`src/rtl/ll_ht_res_arb.sv`:
```
// Round-robin merge of NUM_SRC hash-table result streams into one registered output
// channel, tagging each result with its source index and counting accepts per source.
module ll_ht_res_arb #(
   parameter  int NUM_SRC = 4,
   parameter  int RES_W   = 64,
   parameter  int CNT_W   = 16,
   localparam int SRC_W   = (NUM_SRC > 1) ? $clog2(NUM_SRC) : 1
) (
   input  logic                       clk,
   input  logic                       rst_n,
   input  logic [NUM_SRC-1:0]         s_valid,
   output logic [NUM_SRC-1:0]         s_ready,
   input  logic [NUM_SRC*RES_W-1:0]   s_result,
   output logic                       m_valid,
   input  logic                       m_ready,
   output logic [RES_W-1:0]           m_result,
   output logic [SRC_W-1:0]           m_src,
   input  logic                       cnt_clr,
   output logic [NUM_SRC*CNT_W-1:0]   cnt_flat
);

   logic                 load_en;
   logic                 found;
   logic                 acc;
   logic [NUM_SRC-1:0]   grant;
   logic [SRC_W-1:0]     grant_idx;
   logic [SRC_W-1:0]     rr_ptr_q, rr_ptr_d;
   logic                 m_valid_q, m_valid_d;
   logic [RES_W-1:0]     m_result_q, m_result_d;
   logic [SRC_W-1:0]     m_src_q, m_src_d;
   logic [CNT_W-1:0]     cnt_q [NUM_SRC];
   logic [CNT_W-1:0]     cnt_d [NUM_SRC];

   function automatic logic [CNT_W-1:0] sat_inc(input logic [CNT_W-1:0] v);
      return (v == '1) ? v : v + 1'b1;
   endfunction

   // Circular first-valid search starting at the round-robin pointer.
   always_comb begin
      logic [SRC_W-1:0] idx;
      grant     = '0;
      grant_idx = '0;
      found     = 1'b0;
      idx       = '0;
      for (int k = 0; k < NUM_SRC; k++) begin
         idx = SRC_W'((int'(rr_ptr_q) + k) % NUM_SRC);
         if (!found && s_valid[idx]) begin
            found        = 1'b1;
            grant[idx]   = 1'b1;
            grant_idx    = idx;
         end
      end
   end

   assign load_en = !m_valid_q || m_ready;
   assign acc     = load_en && found;
   assign s_ready = (rst_n && load_en) ? grant : '0;

   always_comb begin
      m_valid_d  = m_valid_q;
      m_result_d = m_result_q;
      m_src_d    = m_src_q;
      rr_ptr_d   = rr_ptr_q;
      if (acc) begin
         m_valid_d  = 1'b1;
         m_result_d = s_result[grant_idx*RES_W +: RES_W];
         m_src_d    = grant_idx;
         rr_ptr_d   = (grant_idx == SRC_W'(NUM_SRC-1)) ? '0 : grant_idx + 1'b1;
      end else if (m_ready) begin
         m_valid_d  = 1'b0;
      end
   end

   // Clear beats a same-cycle accept, so that accept goes uncounted.
   always_comb begin
      for (int i = 0; i < NUM_SRC; i++) begin
         cnt_d[i] = cnt_q[i];
         if (cnt_clr)
            cnt_d[i] = '0;
         else if (acc && grant[i])
            cnt_d[i] = sat_inc(cnt_q[i]);
      end
   end

   always_ff @(posedge clk or negedge rst_n) begin
      if (!rst_n) begin
         m_valid_q  <= 1'b0;
         m_result_q <= '0;
         m_src_q    <= '0;
         rr_ptr_q   <= '0;
         for (int i = 0; i < NUM_SRC; i++) cnt_q[i] <= '0;
      end else begin
         m_valid_q  <= m_valid_d;
         m_result_q <= m_result_d;
         m_src_q    <= m_src_d;
         rr_ptr_q   <= rr_ptr_d;
         for (int i = 0; i < NUM_SRC; i++) cnt_q[i] <= cnt_d[i];
      end
   end

   assign m_valid  = m_valid_q;
   assign m_result = m_result_q;
   assign m_src    = m_src_q;

   for (genvar g = 0; g < NUM_SRC; g++) begin : g_cnt
      assign cnt_flat[g*CNT_W +: CNT_W] = cnt_q[g];
   end

   a_onehot_ready: assert property (@(posedge clk) disable iff (!rst_n) $onehot0(s_ready));
   a_hold_stable:  assert property (@(posedge clk) disable iff (!rst_n)
                      (m_valid && !m_ready) |=> ($stable(m_result) && $stable(m_src)));

endmodule

```
`config.mk`:
```
export PLATFORM = sky130hd
export DESIGN_NAME = ll_ht_res_arb
export DESIGN_NICKNAME = d
export VERILOG_FILES = /design/src/rtl/ll_ht_res_arb.sv
export SDC_FILE = /design/constraint.sdc
export NUM_CORES = 1
export LEC_CHECK = 0
export ABC_AREA = 1
export CORE_MARGIN = 5
export CORE_UTILIZATION = 48
export DETAILED_ROUTE_END_ITERATION = 6
export GPL_TIMING_DRIVEN = 0
export PLACE_DENSITY = 0.95
export SLEW_MARGIN = 30
export SYNTH_ARGS = -nofsm -noshare
export SYNTH_HDL_FRONTEND = slang
export SYNTH_SLANG_ARGS = --single-unit
```
`constraint.sdc`:
```
create_clock -name clk -period 6.05 [get_ports clk]
set_clock_uncertainty 0.05 [all_clocks]
set_input_delay 0.605 -clock clk [delete_from_list [all_inputs] [get_ports clk]]
set_output_delay 0.605 -clock clk [all_outputs]
set_load 0.01 [all_outputs]
```
=== Word-level counts from Yosys, hierarchy flattened ===
Index checks and enable logic that the tools add are counted.

* Bits of input ports: 264
* Bits in registers: 133

* Bitwise logic cells: 3
* Add/subtract/negate cells: 8
* Reductions and logical operators: 27
* Order comparisons: 8
* Shift operators: 1
* Muxes and demuxes: 44
* Equal/unequal tests: 9

{| class="wikitable"
|+ Operators with widths
! cell !! count
|-
| $shiftx 256x9->64 || 1
|-
| $mux 16 || 12
|-
| $add 16x1->16 const B || 4
|-
| $eq 16x16->1 const B || 4
|-
| $mux 4 || 5
|-
| $mux 1 || 14
|-
| $logic_and 1x1->1 || 13
|-
| $lt 2x3->1 const B || 4
|-
| $or 4x4->4 || 3
|-
| $mux 2 || 5
|-
| $reduce_bool 2->1 || 5
|-
| $bmux 1 s2 || 4
|-
| $demux 1 s2 || 4
|-
| $ge 2x1->1 const B || 4
|-
| $ne 2x2->1 const B || 4
|-
| $reduce_and 2->1 || 4
|-
| $add 2x1->2 const B || 2
|-
| $add 2x2->2 const B || 2
|-
| $logic_not 1->1 || 4
|-
| $eq 2x2->1 const B || 1
|-
| $logic_or 1x1->1 || 1
|}

=== Longest topological paths before layout ===
Gate-level depths: netlist of the first run.

* Depth after elaboration: 16
* Gate-level depth with buffers: 18

=== Worst setup path before layout of the first run ===
OpenSTA, ideal clock, no wires.

* Kind: register -> output
* Start: reg rr_ptr_q[0]
* End: out s_ready[2]
* Setup slack: 3.305 ns
* Cell stages (with the launch flop): 13
* Arrival time: 2.090 ns
* Required time: 5.395 ns
* Buffers on the path: 1
* Path through: dfrtp_1 > inv_2 > ha_1 > inv_1 > nand3_1 > nand2_1 > inv_2 > nor2_4 > nand3_2 > o21ai_2 > buf_2 > nand2_1 > inv_1

* Cells in the longest elaborated chain, start to end: 13
* Elaborated cells on any way between the ends: 48
* Those cells by class: add/sub (3); order compare (8); mux (24); bitwise (3); reduce/logical (10)

{| class="wikitable"
|+ RTL lines
! element !! line !! source
|-
| start, declared || 27 || <nowiki>logic [SRC_W-1:0] rr_ptr_q, rr_ptr_d;</nowiki>
|-
| start signal, assigned || 96 || <nowiki>rr_ptr_q <= rr_ptr_d;</nowiki>
|-
| parallel branches: the longest is 11 deep, another holds $lt 2x3->1 || n/a ||
|-
| $mux 4 * || 47 || <nowiki>if (!found && s_valid[idx]) begin</nowiki>
|-
| $mux 4 * || 57 || <nowiki>assign s_ready = (rst_n && load_en) ? grant : '0;</nowiki>
|-
| end, declared || 12 || <nowiki>output logic [NUM_SRC-1:0] s_ready,</nowiki>
|}

Mark *: on every way between the ends. The select of a mux whose other input is x is not followed.

=== Worst setup path after layout of the first run ===
* Start: reg rr_ptr_q[0]
* End: out s_ready[3]

Same word-level chain as after synthesis.

==> flow_metrics.tcl, run 1 <==
set metrics [dict create \
    timing.final.crit_share 0.6908 \
    grt_pass1_vias 11430 \
    synthAdderAreaFrac 0.01262 \
    cts_buffers 17 \
    synth_compound_area_frac 0.01464 \
    cp_slowest_stage_delay_ns 0.53 \
    syn_area_um2 9915 \
    core-area_um2 20300 \
    p_total_mw 7.866 \
    grt_pass1_wl_um 60680 \
    synth_top_family_by_area "simple AND/OR/NAND/NOR gates" \
    final_nets 2208 \
    layout_min_cycle_time_ns 4.179 \
    outcome "finished, final reports clean" \
    wl_per_cell_um 17.57 \
    gp_congestion 0.9637 \
    reg2reg_depth 18 \
    setup_ws_ns 1.871 \
    synth.area.top_cells "dfrtp_1 34%, nand3_1 16%, nand2_1 16%" \
    hold_viol_final 0 \
    die-area_um2 23630 \
    path_clk_slew_ns 0.06 \
    cts_resized 0 \
    via_per_inst 5.258 \
    wl_um 39140 \
    antenna_found_initial 10 \
    ir_drop_uv 342.9 \
    synth-xor-area-share 0.04770 \
    grt_setup_unrepaired "false" \
    cp-end-kind "output port" \
    initial_utilization 0.4884 \
    setup_viol 0 \
    drtAntennaViolNets 0 \
    synth.distinct_cells 36 \
    endpoint "s_ready[3]" \
    die_x_um 153.7 \
    drtIter0Drc 792 \
    hold_class "primary input to async pin" \
    path_cells "inv_2, ha_1, inv_1, nand3_1, nand2_1, inv_2, nor2_4, nand3_2, o21ai_2, buf_2, nand2_1, inv_1, clkdlybuf4s50_1" \
    max-cap-violations 0 \
    cts_buffer_depth 2 \
    synthArstFlopShare 1.000 \
    max_slew_margin 0.4676 \
    worstMarginPinSlew_ns 0.7914 \
    synth_ff_type "dfrtp_1" \
    fmax_ghz 0.2393 \
    synth.net_count 1791 \
    grt_max_degree 79 \
    clk_latency_ns 0.42 \
    port_buffers 397 \
    cp.required_ns 5.39 \
    cts_setup_buffers 0 \
    place_hpwl_um 30750 \
    fp-row-count 52 \
    synth-edff-count 0 \
    htreeDepth 4 \
    yosysWarnings 0 \
    first_pass_iters 7 \
    cp-startpoint "rr_ptr_q[0]" \
    synth_area_per_cell_um2 6.536 \
    synth-simple-area-share 0.4534 \
    area_growth_pct 50.29 \
    cts_hold_buf 0 \
    layout-drive-gt1-share 0.07088 \
    synthCells 1517 \
    yosysTopAreaCell "dfrtp_1" \
    dp_slack_ns 2.314 \
    slew_viol_final 0 \
    die_h_um 153.7 \
    grt_util_all_layers 0.3185 \
    root_buffer "clkbuf_16" \
    synth.most_common_cell "nand2_1" \
    synth_seq_area_share 0.3357 \
    cts_tree "yes" \
    critPathKind "flip-flop to output port" \
    ios 399 \
    rr_startpoint "rr_ptr_q[0]" \
    via_count 11720 \
    synth_common_cells "423 x nand2_1, 320 x nand3_1, 238 x inv_1" \
    overflow 0 \
    drcViolationCount 0 \
    worstPathMaxFanout 11 \
    leakage_nw 7.517 \
    cts.sinks 133 \
    timing.rr.end "m_result[34]" \
    worst_setup_path_start_kind "flip-flop" \
    slowest_stage "dfrtp_1" \
    synth_mux_area_frac 0 \
    crit_arrival_ns 3.52 \
    reg2reg_slack_ns 3.07 \
    ys_ff_latch 133 \
    synth_top_area_share 0.3357 \
    power_per_cell_area_nw_per_um2 527.9 \
]
==> flip-flops by register name (all words and copies together), names as in the netlist <==
name and cells:
m_valid 1, m_result 64, rr_ptr_q 2, cnt_flat 64, m_src 2
==> cell usage in the layout (no fill, tap or decap), types with 3 or more instances in the layout <==
| cell type | netlist | layout |
|---|---|---|
| a21oi_1 | 7 | 7 |
| buf_2 | 34 | 34 |
| buf_4 | 11 | 11 |
| buf_6 | 6 | 6 |
| bufinv_16 | 0 | 4 |
| clkbuf_1 | 22 | 23 |
| clkbuf_16 | 0 | 17 |
| clkbuf_2 | 3 | 3 |
| clkdlybuf4s50_1 | 0 | 396 |
| clkinv_2 | 0 | 5 |
| clkinvlp_4 | 0 | 3 |
| dfrtp_1 | 133 | 133 |
| diode_2 | 0 | 11 |
| ha_1 | 10 | 10 |
| inv_1 | 238 | 238 |
| inv_2 | 5 | 5 |
| nand2_1 | 423 | 423 |
| nand2_2 | 10 | 10 |
| nand3_1 | 320 | 320 |
| nand3_2 | 3 | 3 |
| nand4_1 | 42 | 42 |
| nor2_1 | 63 | 63 |
| nor2_4 | 3 | 3 |
| nor3_1 | 15 | 15 |
| nor4_1 | 4 | 4 |
| o21ai_0 | 14 | 14 |
| or2_0 | 36 | 36 |
| or2_1 | 23 | 23 |
| or2_2 | 21 | 21 |
| xnor2_1 | 7 | 7 |
| xor2_1 | 47 | 47 |
==> layer usage <==
metal	GRT usage	up-vias	share of wire
li1	-	5583	-
met1	0.3768	5409	0.36
met2	0.5536	612	0.50
met3	0.07448	109	0.093
met4	0.1371	2	0.045
met5	0	-	0.00033
==> power by group <==
group	switching (mW)	total [mW]	leakage (nW)	internal [mW]
Combinational	3.28	5.36	5.50	2.08
Sequential	0.209	1.40	1.72	1.20
Clock	0.415	1.10	0.296	0.687
Total	3.91	7.87	7.52	3.96
==> layout make-up <==
type,instances,area [um^2]
multi-input combinational,1061,5239
antenna,11,27.53
sequential,133,3328
clock buffer,18,429.2
fill,1626,5399
timing repair buffer,398,4006
tap,270,337.8
buffer,78,425.4
clock inverter,14,185.2
inverter,245,922.1
==> stage by stage <==
step	utilization	setup TNS (ns)	area [um^2]	hold WS, ns	instances
final	0.7340	0	14900	0.05731	2228
after global routing	0.7338	0	14900	0.08881	2226
after CTS	0.7327	0	14870	0.06477	2217
after detailed placement	0.7024	0	14260	0.4158	2185
after global placement	0.7008	-167.75	14230	0.4131	2184
after floorplan	-	0	9915	0.2594	1517
==> worst max-delay path: cells and delay by family (launching register included) <==
kind	cells	cell delay [ns]
buf+inv	6	1.33
fa+ha+maj	1	0.38
compound gates	1	0.36
simple gates	5	0.50
flops	1	0.53
==> kinds of logic after synthesis <==
kind of cell,count (synthesis)
compound gates,26
flops,133
buf+inv,323
fa+ha+maj,10
xor+xnor,54
simple gates,971
==> worst min-delay path by stage <==
stage / start / slack, ns / end
6_report: rst_n / 0.06 / cnt_flat[24]
3_5_place_dp: m_result[32] / 0.42 / m_result[32]
5_1_grt: rst_n / 0.09 / cnt_flat[21]
4_1_cts: rst_n / 0.06 / cnt_flat[24]
3_3_place_gp: m_result[26] / 0.41 / m_result[26]
2_1_floorplan: rst_n / 0.26 / cnt_flat[0]
Note: power is estimated with default switching activity, not from simulation.
==> inputs of run 2 (changes only) <==
- CORE_UTILIZATION: 48 -> 45
- PLACE_DENSITY: 0.95 -> 0.91
- clock period: 6.05 -> 4.1 ns (I/O delays scaled with it)
==> run 2 against run 1 <==
  * Wire length is 0.24% higher
  * Largest power group unchanged
  * Hold slack improved by 0.37 ns
  * Count of clock-buffer cells in the layout down 1
  * Sequential share of layout area about the same
  * Final cell count grew 0.31%
  * Sequential cell count stayed put
  * Worst setup slack got worse by 1.6 ns
  * Combinational power increased by 49%
  * Power is 48% higher
==> flow_metrics.tcl, run 2 (synthesis gave the netlist of run 1 again) <==
set metrics [dict create \
    outcome "finished, final reports clean" \
    cts_buffers 17 \
    final_common_cell "nand2_1" \
    layout-drive-gt1-share 0.07238 \
    root_buffer "clkbuf_16" \
    hold_class "flip-flop to flip-flop" \
    place_hpwl_um 30730 \
    cts.sinks 133 \
    antenna_found_initial 8 \
    fp-row-count 54 \
    worstMarginPinSlew_ns 0.8325 \
    p_int_mw 5.709 \
    switchingPower_mw 5.906 \
    overflow 0 \
    grt_pass1_wl_um 60040 \
    power_per_cell_area_nw_per_um2 779.2 \
    grt_pass1_vias 11400 \
    wl_per_cell_um 17.56 \
    gp_congestion 1.062 \
    area_growth_pct 50.35 \
    timing.final.crit_share 0.9384 \
    grt_util_all_layers 0.3028 \
    grt_setup_unrepaired "false" \
    wl_um 39240 \
    path_clk_slew_ns 0.06 \
    ir_drop_uv 484.0 \
    dp_slack_ns 0.5739 \
    first_pass_iters 7 \
    die_h_um 158.4 \
    worstPathMaxFanout 11 \
    fin_cells 2235 \
    initial_utilization 0.4557 \
    leakage_nw 7.513 \
    seqPwrFrac 0.178 \
    slew_viol_final 0 \
    p_sw_frac 0.5085 \
    utilization 0.6852 \
    slowest_stage "clkdlybuf4s50_1" \
    worst_setup_path_start_kind "flip-flop" \
    seqCellArea_um2 3331 \
    layout_common_cells "423 x nand2_1, 396 x clkdlybuf4s50_1, 320 x nand3_1" \
    via_per_inst 5.275 \
    cts_tree "yes" \
    multi_input_area_um2 5254 \
    grt_max_degree 79 \
    clk_latency_ns 0.43 \
    drcViolationCount 0 \
    htreeDepth 4 \
    fmax_ghz 0.2599 \
    cp-end-kind "output port" \
    p_clk_frac 0.135 \
    hold_viol_final 0 \
    ios 399 \
    cts_setup_buffers 0 \
    cp.required_ns 3.64 \
    crit_family "buffers and inverters" \
    place_inst 2195 \
    power_frac_comb 0.687 \
    path_buf_inv 6 \
    max_slew_margin 0.4400 \
    path_cells "inv_2, ha_1, inv_1, nand3_1, nand2_1, inv_2, nor2_4, nand3_2, o21ai_4, buf_2, nand2_1, inv_1, clkdlybuf4s50_1" \
    final_nets 2209 \
    setup_ws_ns 0.2524 \
    layout_min_cycle_time_ns 3.848 \
    critPathKind "flip-flop to output port" \
    crit_arrival_ns 3.39 \
    port_buffers 397 \
    setup_viol 0 \
    drtIter0Drc 1039 \
    core-area_um2 21760 \
    die_x_um 158.4 \
    drtAntennaViolNets 0 \
    cts_buffer_depth 2 \
    max-cap-violations 0 \
    n_fill_cell 1818 \
    via_count 11790 \
    die-area_um2 25100 \
    cp_slowest_stage_delay_ns 0.53 \
]
run 2: changes by cell type in the layout (fill, tap and decap cells not counted), moves of 2 or more:
cell,change
dfrtp_1,-2
dfrtp_2,+2
bufinv_16,-3
inv_6,+7
o21ai_4,+2
diode_2,-4
o21ai_2,-2
clkinv_2,-4
inv_8,+3
clkinvlp_4,-2
run 2: layout make-up:
| cell class | instances | share of cell area |
|---|---|---|
| clock buffers | 17 | 0.02854 |
| multi-input cells | 1061 | 0.3524 |
| diodes | 7 | 0.001175 |
| clock inverters | 15 | 0.01091 |
| inverters | 245 | 0.06186 |
| well taps | 280 | 0.02350 |
| repair buffers | 399 | 0.2694 |
| plain buffers | 78 | 0.02871 |
| flip-flops and latches | 133 | 0.2234 |
run 2: tightest hold or removal path, stage by stage (launching register included):
cell and delay, ns:
dfrtp_1 0.34, nand2_1 0.05, nand2_1 0.05
run 2: final timing paths:
path / from / slack (ns) / depth (start not counted) / end
worst max-delay path: rr_ptr_q[0] / 0.25 / 13 / s_ready[2]
worst min-delay path: m_result[28] / 0.43 / 2 / m_result[28]
worst max register to register: rr_ptr_q[0] / 1.19 / 18 / m_result[26]
worst min register to register: m_result[28] / 0.43 / 2 / m_result[28]
max in group asynchronous: rst_n / 2.78 / 3 / m_result[36]
min in group asynchronous: rst_n / 0.44 / 2 / cnt_flat[24]
run 2: per-stage QoR:
step | cell area, um^2 | hold WS, ns | TNS (ns) | power (mW)
3_5_place_dp | 14270 | 0.3145 | 0 | 9.911
5_1_grt | 14900 | 0.4479 | 0 | 12.53
2_1_floorplan | 9915 | 0.06441 | 0 | 7.078
4_1_cts | 14870 | 0.4317 | 0 | 11.53
6_report | 14910 | 0.4293 | 0 | 11.62
3_3_place_gp | 14240 | 0.4134 | -402.59 | 9.683
run 2: timing repair:
item / CTS / global route
endpoints found under the setup margin: 0 / 2
hold endpoints to repair: 55 / 0
gates resized for setup: 0 / 5
hold buffers: 1 / 0
run 2: power groups by stage:
stage | Combinational, mW | Clock, mW | Sequential (mW)
finish | 7.98 | 1.56 | 2.07
detailed placement | 7.85 | 0 | 2.06
CTS | 7.89 | 1.58 | 2.05
global route | 8.79 | 1.63 | 2.11
global placement | 7.63 | 0 | 2.05
floorplan | 4.89 | 0 | 2.19
run 2: metal layers:
metal | part of all wire | GRT usage | wire length [um]
met3 | 0.086 | 0.07719 | 3375
met1 | 0.37 | 0.3570 | 14430
met5 | 0.00064 | 0 | 25
met4 | 0.033 | 0.1133 | 1310
met2 | 0.51 | 0.5314 | 20100
